[config.mk]
export PLATFORM = sky130hd
export DESIGN_NAME = hdmi_pattern_sequencer_flat
export DESIGN_NICKNAME = d
export VERILOG_FILES = /design/src/rtl/hdmi_pat_pkg.sv /design/src/rtl/hdmi_pattern_sequencer_if.sv /design/src/rtl/key_debounce.sv /design/src/rtl/hdmi_pattern_sequencer.sv /design/src/flat_wrapper.sv
export SDC_FILE = /design/constraint.sdc
export NUM_CORES = 1
export LEC_CHECK = 0
export ABC_AREA = 1
export CORE_MARGIN = 3
export CORE_UTILIZATION = 55
export DETAILED_ROUTE_END_ITERATION = 10
export GPL_TIMING_DRIVEN = 0
export HOLD_SLACK_MARGIN = 0.08
export PLACE_DENSITY = 0.74
export SYNTH_ARGS = -nofsm -noshare
export SYNTH_HDL_FRONTEND = slang
export SYNTH_SLANG_ARGS = --single-unit
[constraint.sdc]
create_clock -name rgb_clk -period 4 [get_ports rgb_clk]
set_input_delay 0.6 -clock rgb_clk [delete_from_list [all_inputs] [get_ports rgb_clk]]
set_output_delay 0.6 -clock rgb_clk [all_outputs]
set_load 0.01 [all_outputs]
[src/rtl/hdmi_pat_pkg.sv]
// Shared types, pattern/state encodings and small pixel helpers for the HDMI test-pattern sequencer.
package hdmi_pat_pkg;

    typedef logic [10:0] coord_t;
    typedef logic [15:0] rgb565_t;

    localparam logic [1:0] PAT_BARS   = 2'd0;
    localparam logic [1:0] PAT_GRAY   = 2'd1;
    localparam logic [1:0] PAT_CHECK  = 2'd2;
    localparam logic [1:0] PAT_BORDER = 2'd3;

    localparam logic [0:0] AUTO = 1'b0;
    localparam logic [0:0] HOLD = 1'b1;

    // Green carries one extra LSB, kept at 0 so all three channels ramp together.
    function automatic rgb565_t gray565(input logic [4:0] l);
        return {l, l, 1'b0, l};
    endfunction

    function automatic logic [1:0] pat_next(input logic [1:0] idx);
        return idx + 2'd1;
    endfunction

endpackage

[src/rtl/hdmi_pattern_sequencer_if.sv]
// Video timing in / pixel stream out bundle between the timing generator, the sequencer and the TMDS encoder.
interface hdmi_pattern_sequencer_if;
    import hdmi_pat_pkg::*;

    coord_t     i_x;
    coord_t     i_y;
    logic       i_hs;
    logic       i_vs;
    logic       i_de;
    logic       o_hs;
    logic       o_vs;
    logic       o_de;
    rgb565_t    o_data;
    logic [1:0] o_pat_idx;
    logic       o_hold;

    modport master (
        output i_x, i_y, i_hs, i_vs, i_de,
        input  o_hs, o_vs, o_de, o_data, o_pat_idx, o_hold
    );

    modport slave (
        input  i_x, i_y, i_hs, i_vs, i_de,
        output o_hs, o_vs, o_de, o_data, o_pat_idx, o_hold
    );

endinterface

[src/rtl/key_debounce.sv]
// Synchronises and debounces an active-low push-button, classifying presses as short or long.
// Level change lands 2 + DEB_CYCLES cycles after the pin settles; pulses are registered, 1 cycle wide.
module key_debounce #(
    parameter int DEB_CYCLES  = 1_000_000,
    parameter int LONG_CYCLES = 148_500_000
) (
    input  logic i_clk,
    input  logic i_rst_n,
    input  logic i_key_n,
    output logic o_short_p,
    output logic o_long_p
);

    localparam int DW = (DEB_CYCLES > 1) ? $clog2(DEB_CYCLES) : 1;
    localparam int LW = (LONG_CYCLES > 1) ? $clog2(LONG_CYCLES) : 1;
    localparam logic [DW-1:0] DEB_LAST  = DW'(DEB_CYCLES - 1);
    localparam logic [LW-1:0] LONG_LAST = LW'(LONG_CYCLES - 1);

    logic          r_sync1;
    logic          r_sync2;
    logic          r_db;
    logic [DW-1:0] r_deb_cnt;
    logic [LW-1:0] r_hold_cnt;
    logic          r_long_done;
    logic          r_short_p;
    logic          r_long_p;
    logic          w_db_chg;

    assign w_db_chg = (r_sync2 != r_db) && (r_deb_cnt == DEB_LAST);

    always_ff @(posedge i_clk or negedge i_rst_n) begin
        if (!i_rst_n) begin
            r_sync1     <= 1'b1;
            r_sync2     <= 1'b1;
            r_db        <= 1'b1;
            r_deb_cnt   <= '0;
            r_hold_cnt  <= '0;
            r_long_done <= 1'b0;
            r_short_p   <= 1'b0;
            r_long_p    <= 1'b0;
        end else begin
            r_sync1 <= i_key_n;
            r_sync2 <= r_sync1;

            if (r_sync2 == r_db) begin
                r_deb_cnt <= '0;
            end else if (w_db_chg) begin
                r_deb_cnt <= '0;
                r_db      <= r_sync2;
            end else begin
                r_deb_cnt <= r_deb_cnt + DW'(1);
            end

            // A release only counts as a short press if the long press has not already fired.
            r_short_p <= w_db_chg && r_sync2 && !r_long_done;
            r_long_p  <= 1'b0;

            if (r_db) begin
                r_hold_cnt  <= '0;
                r_long_done <= 1'b0;
            end else if (!r_long_done) begin
                if (r_hold_cnt == LONG_LAST) begin
                    r_long_p    <= 1'b1;
                    r_long_done <= 1'b1;
                end else begin
                    r_hold_cnt <= r_hold_cnt + LW'(1);
                end
            end
        end
    end

    assign o_short_p = r_short_p;
    assign o_long_p  = r_long_p;

endmodule

[src/rtl/hdmi_pattern_sequencer.sv]
// Registers video timing and overlays one of four RGB565 test patterns, auto-cycled or key-stepped.
// Latency 1 cycle i_* -> o_*; no backpressure, pattern index only changes on a frame edge.
module hdmi_pattern_sequencer
    import hdmi_pat_pkg::*;
#(
    parameter int H_ACTIVE       = 1920,
    parameter int V_ACTIVE       = 1080,
    parameter int FRAMES_PER_PAT = 120,
    parameter int DEB_CYCLES     = 1_000_000,
    parameter int LONG_CYCLES    = 148_500_000,
    parameter int CHECK_LOG2     = 6,
    parameter bit VS_POL         = 1'b1
) (
    input  logic                     rgb_clk,
    input  logic                     rgb_rst_n,
    input  logic                     key_n,
    hdmi_pattern_sequencer_if.slave  bus
);

    localparam int FC_W = (FRAMES_PER_PAT > 1) ? $clog2(FRAMES_PER_PAT) : 1;
    localparam logic [FC_W-1:0] FC_LAST = FC_W'(FRAMES_PER_PAT - 1);
    localparam coord_t X_LAST = coord_t'(H_ACTIVE - 1);
    localparam coord_t Y_LAST = coord_t'(V_ACTIVE - 1);

    logic            w_short_p;
    logic            w_long_p;
    logic            w_fe;
    logic            w_on_border;
    logic [3:0]      w_bar_k;
    rgb565_t         w_pix;

    logic            r_hs;
    logic            r_vs;
    logic            r_de;
    rgb565_t         r_data;
    logic [1:0]      r_idx;
    logic [0:0]      r_state;
    logic [FC_W-1:0] r_frame_cnt;
    logic            r_step_pend;

    key_debounce #(
        .DEB_CYCLES  (DEB_CYCLES),
        .LONG_CYCLES (LONG_CYCLES)
    ) u_key (
        .i_clk     (rgb_clk),
        .i_rst_n   (rgb_rst_n),
        .i_key_n   (key_n),
        .o_short_p (w_short_p),
        .o_long_p  (w_long_p)
    );

    // r_vs is the previous i_vs, so this fires on the first active sample of vsync.
    assign w_fe = (bus.i_vs == VS_POL) && (r_vs != VS_POL);

    always_comb begin
        w_bar_k = '0;
        for (int j = 1; j < 16; j++) begin
            if (int'(bus.i_x) >= (H_ACTIVE / 16) * j) begin
                w_bar_k = w_bar_k + 4'd1;
            end
        end
    end

    assign w_on_border = (bus.i_x == '0) || (bus.i_x == X_LAST) ||
                         (bus.i_y == '0) || (bus.i_y == Y_LAST);

    always_comb begin
        w_pix = '0;
        case (r_idx)
            PAT_BARS:   w_pix = 16'h8000 >> w_bar_k;
            PAT_GRAY:   w_pix = gray565(bus.i_x[10:6]);
            PAT_CHECK:  w_pix = (bus.i_x[CHECK_LOG2] ^ bus.i_y[CHECK_LOG2]) ? 16'hFFFF : 16'h0000;
            PAT_BORDER: w_pix = w_on_border ? 16'hFFFF : 16'h0000;
            default:    w_pix = '0;
        endcase
    end

    always_ff @(posedge rgb_clk or negedge rgb_rst_n) begin
        if (!rgb_rst_n) begin
            r_hs   <= 1'b0;
            r_vs   <= 1'b0;
            r_de   <= 1'b0;
            r_data <= '0;
        end else begin
            r_hs   <= bus.i_hs;
            r_vs   <= bus.i_vs;
            r_de   <= bus.i_de;
            r_data <= bus.i_de ? w_pix : '0;
        end
    end

    // Key events take priority over the frame edge; a press landing on the edge steps at the next one.
    always_ff @(posedge rgb_clk or negedge rgb_rst_n) begin
        if (!rgb_rst_n) begin
            r_state     <= AUTO;
            r_idx       <= PAT_BARS;
            r_frame_cnt <= '0;
            r_step_pend <= 1'b0;
        end else if (r_state == AUTO) begin
            if (w_short_p) begin
                r_state     <= HOLD;
                r_frame_cnt <= '0;
            end else if (w_fe) begin
                if (r_frame_cnt == FC_LAST) begin
                    r_frame_cnt <= '0;
                    r_idx       <= pat_next(r_idx);
                end else begin
                    r_frame_cnt <= r_frame_cnt + FC_W'(1);
                end
            end
        end else begin
            if (w_long_p) begin
                r_state     <= AUTO;
                r_frame_cnt <= '0;
                r_step_pend <= 1'b0;
            end else begin
                if (w_fe && r_step_pend) begin
                    r_idx <= pat_next(r_idx);
                end
                r_step_pend <= (r_step_pend && !w_fe) || w_short_p;
            end
        end
    end

    assign bus.o_hs      = r_hs;
    assign bus.o_vs      = r_vs;
    assign bus.o_de      = r_de;
    assign bus.o_data    = r_data;
    assign bus.o_pat_idx = r_idx;
    assign bus.o_hold    = (r_state == HOLD);

endmodule

[src/flat_wrapper.sv]
// flat-port wrapper written by rule: the top's interface ports become plain ports
module hdmi_pattern_sequencer_flat import hdmi_pat_pkg::*;
#(
    parameter int H_ACTIVE       = 1920,
    parameter int V_ACTIVE       = 1080,
    parameter int FRAMES_PER_PAT = 120,
    parameter int DEB_CYCLES     = 1_000_000,
    parameter int LONG_CYCLES    = 148_500_000,
    parameter int CHECK_LOG2     = 6,
    parameter bit VS_POL         = 1'b1
)
  (rgb_clk, rgb_rst_n, key_n, bus_i_x, bus_i_y, bus_i_hs, bus_i_vs, bus_i_de, bus_o_hs, bus_o_vs, bus_o_de, bus_o_data, bus_o_pat_idx, bus_o_hold);
  hdmi_pattern_sequencer_if bus_i ();
  input  logic rgb_clk;
  input  logic rgb_rst_n;
  input  logic key_n;
  input wire logic [$bits(bus_i.i_x)-1:0] bus_i_x;
  input wire logic [$bits(bus_i.i_y)-1:0] bus_i_y;
  input wire logic [$bits(bus_i.i_hs)-1:0] bus_i_hs;
  input wire logic [$bits(bus_i.i_vs)-1:0] bus_i_vs;
  input wire logic [$bits(bus_i.i_de)-1:0] bus_i_de;
  output wire logic [$bits(bus_i.o_hs)-1:0] bus_o_hs;
  output wire logic [$bits(bus_i.o_vs)-1:0] bus_o_vs;
  output wire logic [$bits(bus_i.o_de)-1:0] bus_o_de;
  output wire logic [$bits(bus_i.o_data)-1:0] bus_o_data;
  output wire logic [$bits(bus_i.o_pat_idx)-1:0] bus_o_pat_idx;
  output wire logic [$bits(bus_i.o_hold)-1:0] bus_o_hold;
  assign bus_i.i_x = bus_i_x;
  assign bus_i.i_y = bus_i_y;
  assign bus_i.i_hs = bus_i_hs;
  assign bus_i.i_vs = bus_i_vs;
  assign bus_i.i_de = bus_i_de;
  assign bus_o_hs = bus_i.o_hs;
  assign bus_o_vs = bus_i.o_vs;
  assign bus_o_de = bus_i.o_de;
  assign bus_o_data = bus_i.o_data;
  assign bus_o_pat_idx = bus_i.o_pat_idx;
  assign bus_o_hold = bus_i.o_hold;
  hdmi_pattern_sequencer #(.H_ACTIVE(H_ACTIVE), .V_ACTIVE(V_ACTIVE), .FRAMES_PER_PAT(FRAMES_PER_PAT), .DEB_CYCLES(DEB_CYCLES), .LONG_CYCLES(LONG_CYCLES), .CHECK_LOG2(CHECK_LOG2), .VS_POL(VS_POL)) u_core (.rgb_clk(rgb_clk), .rgb_rst_n(rgb_rst_n), .key_n(key_n), .bus(bus_i));
endmodule
==> flow_summary.toml <==
[sta]
relSlewSlack_pct = 46.2
fin_skew_ns = 0.0193
period_share_pct = 187
finalHoldViolations = 0
max_freq_ghz = 0.134
rsz0062_at_grt = "yes"
holdWs_ns = 0.364
drv_slew = 0
setup_tns_ns = -54.07
tightest_slew_ns = 0.799
setup_violations = 16
min_period_ns = 7.48
setup_ws_ns = -3.48

[setup_path]
path_class = "input pin to register"
worstPathArrival_ns = 7.77
worstReg2RegStart = "u_core.u_key.r_db"
cp_max_fo = 5
rrSetupSlack_ns = 0.55
cp.required_ns = 4.28
max_stage_delay_ns = 0.32
cpMostUsedCell = "nand2_4"
r2r_end = "u_core.u_key.r_hold_cnt[26]"
end_kind = "register"
slowest_stage = "ha_1"
start_kind = "input pin"
rr_worst_depth = 20

[synthesis]
seq_area_frac_synth_pct = 36.7
synth_cell_types = 47
syn-mean-instance-area_um2 = 6.89
synth_seq_cells = 84
synth_area_um2 = 5750
syn-num-nets = 883
yosysWarnings = 0
synthCells = 834

[final_layout]
final_cells = 1103
syn2layout_area_growth_pct = 40.6
antennaDiodeCount = 0
fillers = 637
fin_nets = 1014
layout_common_cells = "nand2_1 (139), inv_1 (131), nor2_1 (82), dfrtp_1 (81), buf_4 (65)"
layout_commonest_cell = "nand2_1"
drive_above_1_share_pct = 28.6

[place]
hpwl_um = 9860
portBuffers = 48
finalWeightedCongestion = 0.918
place_inst = 1016

[run]
cap_viol_max_count = 0

[die]
dieArea_um2 = 11700
std_cell_rows = 36
die_w_um = 108
coreArea_um2 = 9950
start_util_pct = 57.7
io-pin-count = 50
die_y_um = 108

[worst_hold_path]
hold-path-cell-count = 0
hold_class = "register to register"
min-delay-start = "u_core.u_key.r_sync1"
min_to = "u_core.u_key.r_sync2"

[detailed_routing]
antenna_left = 0
drt-total-wl_um = 16500
avgViaCountPerCell = 5.52
wl_per_cell_um = 15.0
vias = 6084
dr.first_iter.drc_count = 443
drc = 0
first_pass_iters = 7

[power_and_ir_drop]
p_leak_uw = 0.00397
power_density_nw_per_um2 = 411
peakVddDrop_mv = 0.280
p_total_uw = 3320

[run_status]
violations = "negative setup slack"
status = "finished, violations left"

[global_routing]
grt.total_usage_pct = 26.5
grt_pass1_wl_um = 25400
grt_max_degree = 75
antenna_found_initial = 0
overflow = 0
grt_pass1_vias = 5758

[clock_tree]
h-tree-depth = 3
clockBufferDepth = 2
clk_pin_slew_worst_paths_ns = 0.09
cts_tree = "built"
clock_sinks = 84
cts_root_buf = "clkbuf_8"
numCtsBuffers = 9
clk_latency_ns = 0.37
synth_stat cells (all sizes together):
master   instances  area (µm²)
nand2          206         836
inv            149         559
nor2            97         374
dfrtp           81        2030
nand3           78         460
a21oi           59         295
o21ai           34         174
nor3            28         140
ha              21         263
nand4           14        87.6
nor4            12        75.1
nand3b           6        48.8
or2              5        31.3
buf              4        17.5
clkbuf           4        15.0
xnor2            4        35.0
a31oi            3        18.8
dfstp            3        78.8
xor2             3        26.3
a211oi           2        15.0
and3             2        12.5
nor3b            2        15.0
o2111ai          2        17.5
o211ai           2        20.0
o21a             2        15.0
o221a            2        22.5
o41ai            2        17.5
a211o            1        8.76
a22oi            1        7.51
and2             1        6.26
clkinv           1        3.75
o21bai           1        7.51
o22ai            1        6.26
o31ai            1        7.51
cell type report:
class / instances / area [µm²] / area share, %
buffer: 8 / 57.6 / 0.712
clock buffer: 9 / 124 / 1.53
clock inverter: 7 / 70.1 / 0.867
inverter: 150 / 572 / 7.08
multi-input combinational: 592 / 3900 / 48.3
sequential: 84 / 2110 / 26.1
tap: 133 / 166 / 2.06
timing repair buffer: 120 / 1080 / 13.4
layer usage:
metal	vias to the layer above	track usage [%]	part of all wire, %
li1	2968	-	-
met1	2828	32.7	40
met2	228	46.7	50
met3	60	4.84	5.7
met4	0	9.20	3.7
met5	-	0	0
worst max path at each step:
stage	to	cells past startpoint	from	slack [ns]
2_1_floorplan	u_core.bus.o_data[6]	55	bus_i_x[9]	-3.51
3_3_place_gp	u_core.bus.o_data[10]	56	bus_i_x[8]	-4.60
3_5_place_dp	u_core.bus.o_data[7]	56	bus_i_x[8]	-4.75
4_1_cts	u_core.bus.o_data[7]	55	bus_i_x[9]	-3.43
5_1_grt	u_core.bus.o_data[7]	56	bus_i_x[10]	-3.79
6_report	u_core.bus.o_data[7]	55	bus_i_x[10]	-3.48
sequential cells by signal, indices dropped and copies added (netlist names):
name and cells:
u_core.u_key.r_hold_cnt 28, u_core.u_key.r_deb_cnt 20, u_core.bus.o_data 16, u_core.r_frame_cnt 7
u_core.bus.o_pat_idx 2, u_core.bus.o_de 1, u_core.bus.o_hold 1, u_core.bus.o_hs 1
u_core.bus.o_vs 1, u_core.r_step_pend 1, u_core.u_key.o_long_p 1, u_core.u_key.o_short_p 1
u_core.u_key.r_db 1, u_core.u_key.r_long_done 1, u_core.u_key.r_sync1 1, u_core.u_key.r_sync2 1
metrics by stage:
step,util [%],cell area (µm²),setup WS (ns)
2_1_floorplan,-,5890,-3.51
3_3_place_gp,65.6,6540,-4.60
3_5_place_dp,65.9,6560,-4.75
4_1_cts,76.4,7600,-3.43
5_1_grt,81.2,8080,-3.79
6_report,81.2,8080,-3.48
critical path, delay by kind of cell:
kind | cells | cell delay, ns
AND/OR/NAND/NOR | 28 | 3.12
AO/OA/AOI/OAI | 4 | 0.39
buffers and inverters | 10 | 0.57
adder cells (fa/ha/maj) | 13 | 3.06
logic make-up (layout without fill, tap and decap cells):
group	after synthesis	in the layout	synth area share, %
DFF	84	84	36.7
and+or+nand+nor	451	451	36.3
buffers and inverters	158	294	10.4
AOI/OAI and AO/OA	113	113	11.0
xor gates and xnor gates	7	7	1.07
adders and majority gates	21	21	4.57
repair_timing:
action,in CTS,in global routing
buffers inserted,73,12
hold buffers,1,0
cloned,0,0
endpoints found under the hold margin,10,0
pin swaps,71,72
setup endpoints to repair,16,18
resized for setup,121,98
power by group:
part | total, µW | switching, µW | leakage (µW) | internal [µW]
logic | 1780 | 1000 | 0.00277 | 778
clock network | 606 | 363 | 0.0000955 | 243
registers | 931 | 33.3 | 0.00111 | 897
total | 3320 | 1400 | 0.00397 | 1920
(Power assumes the default switching activity.)
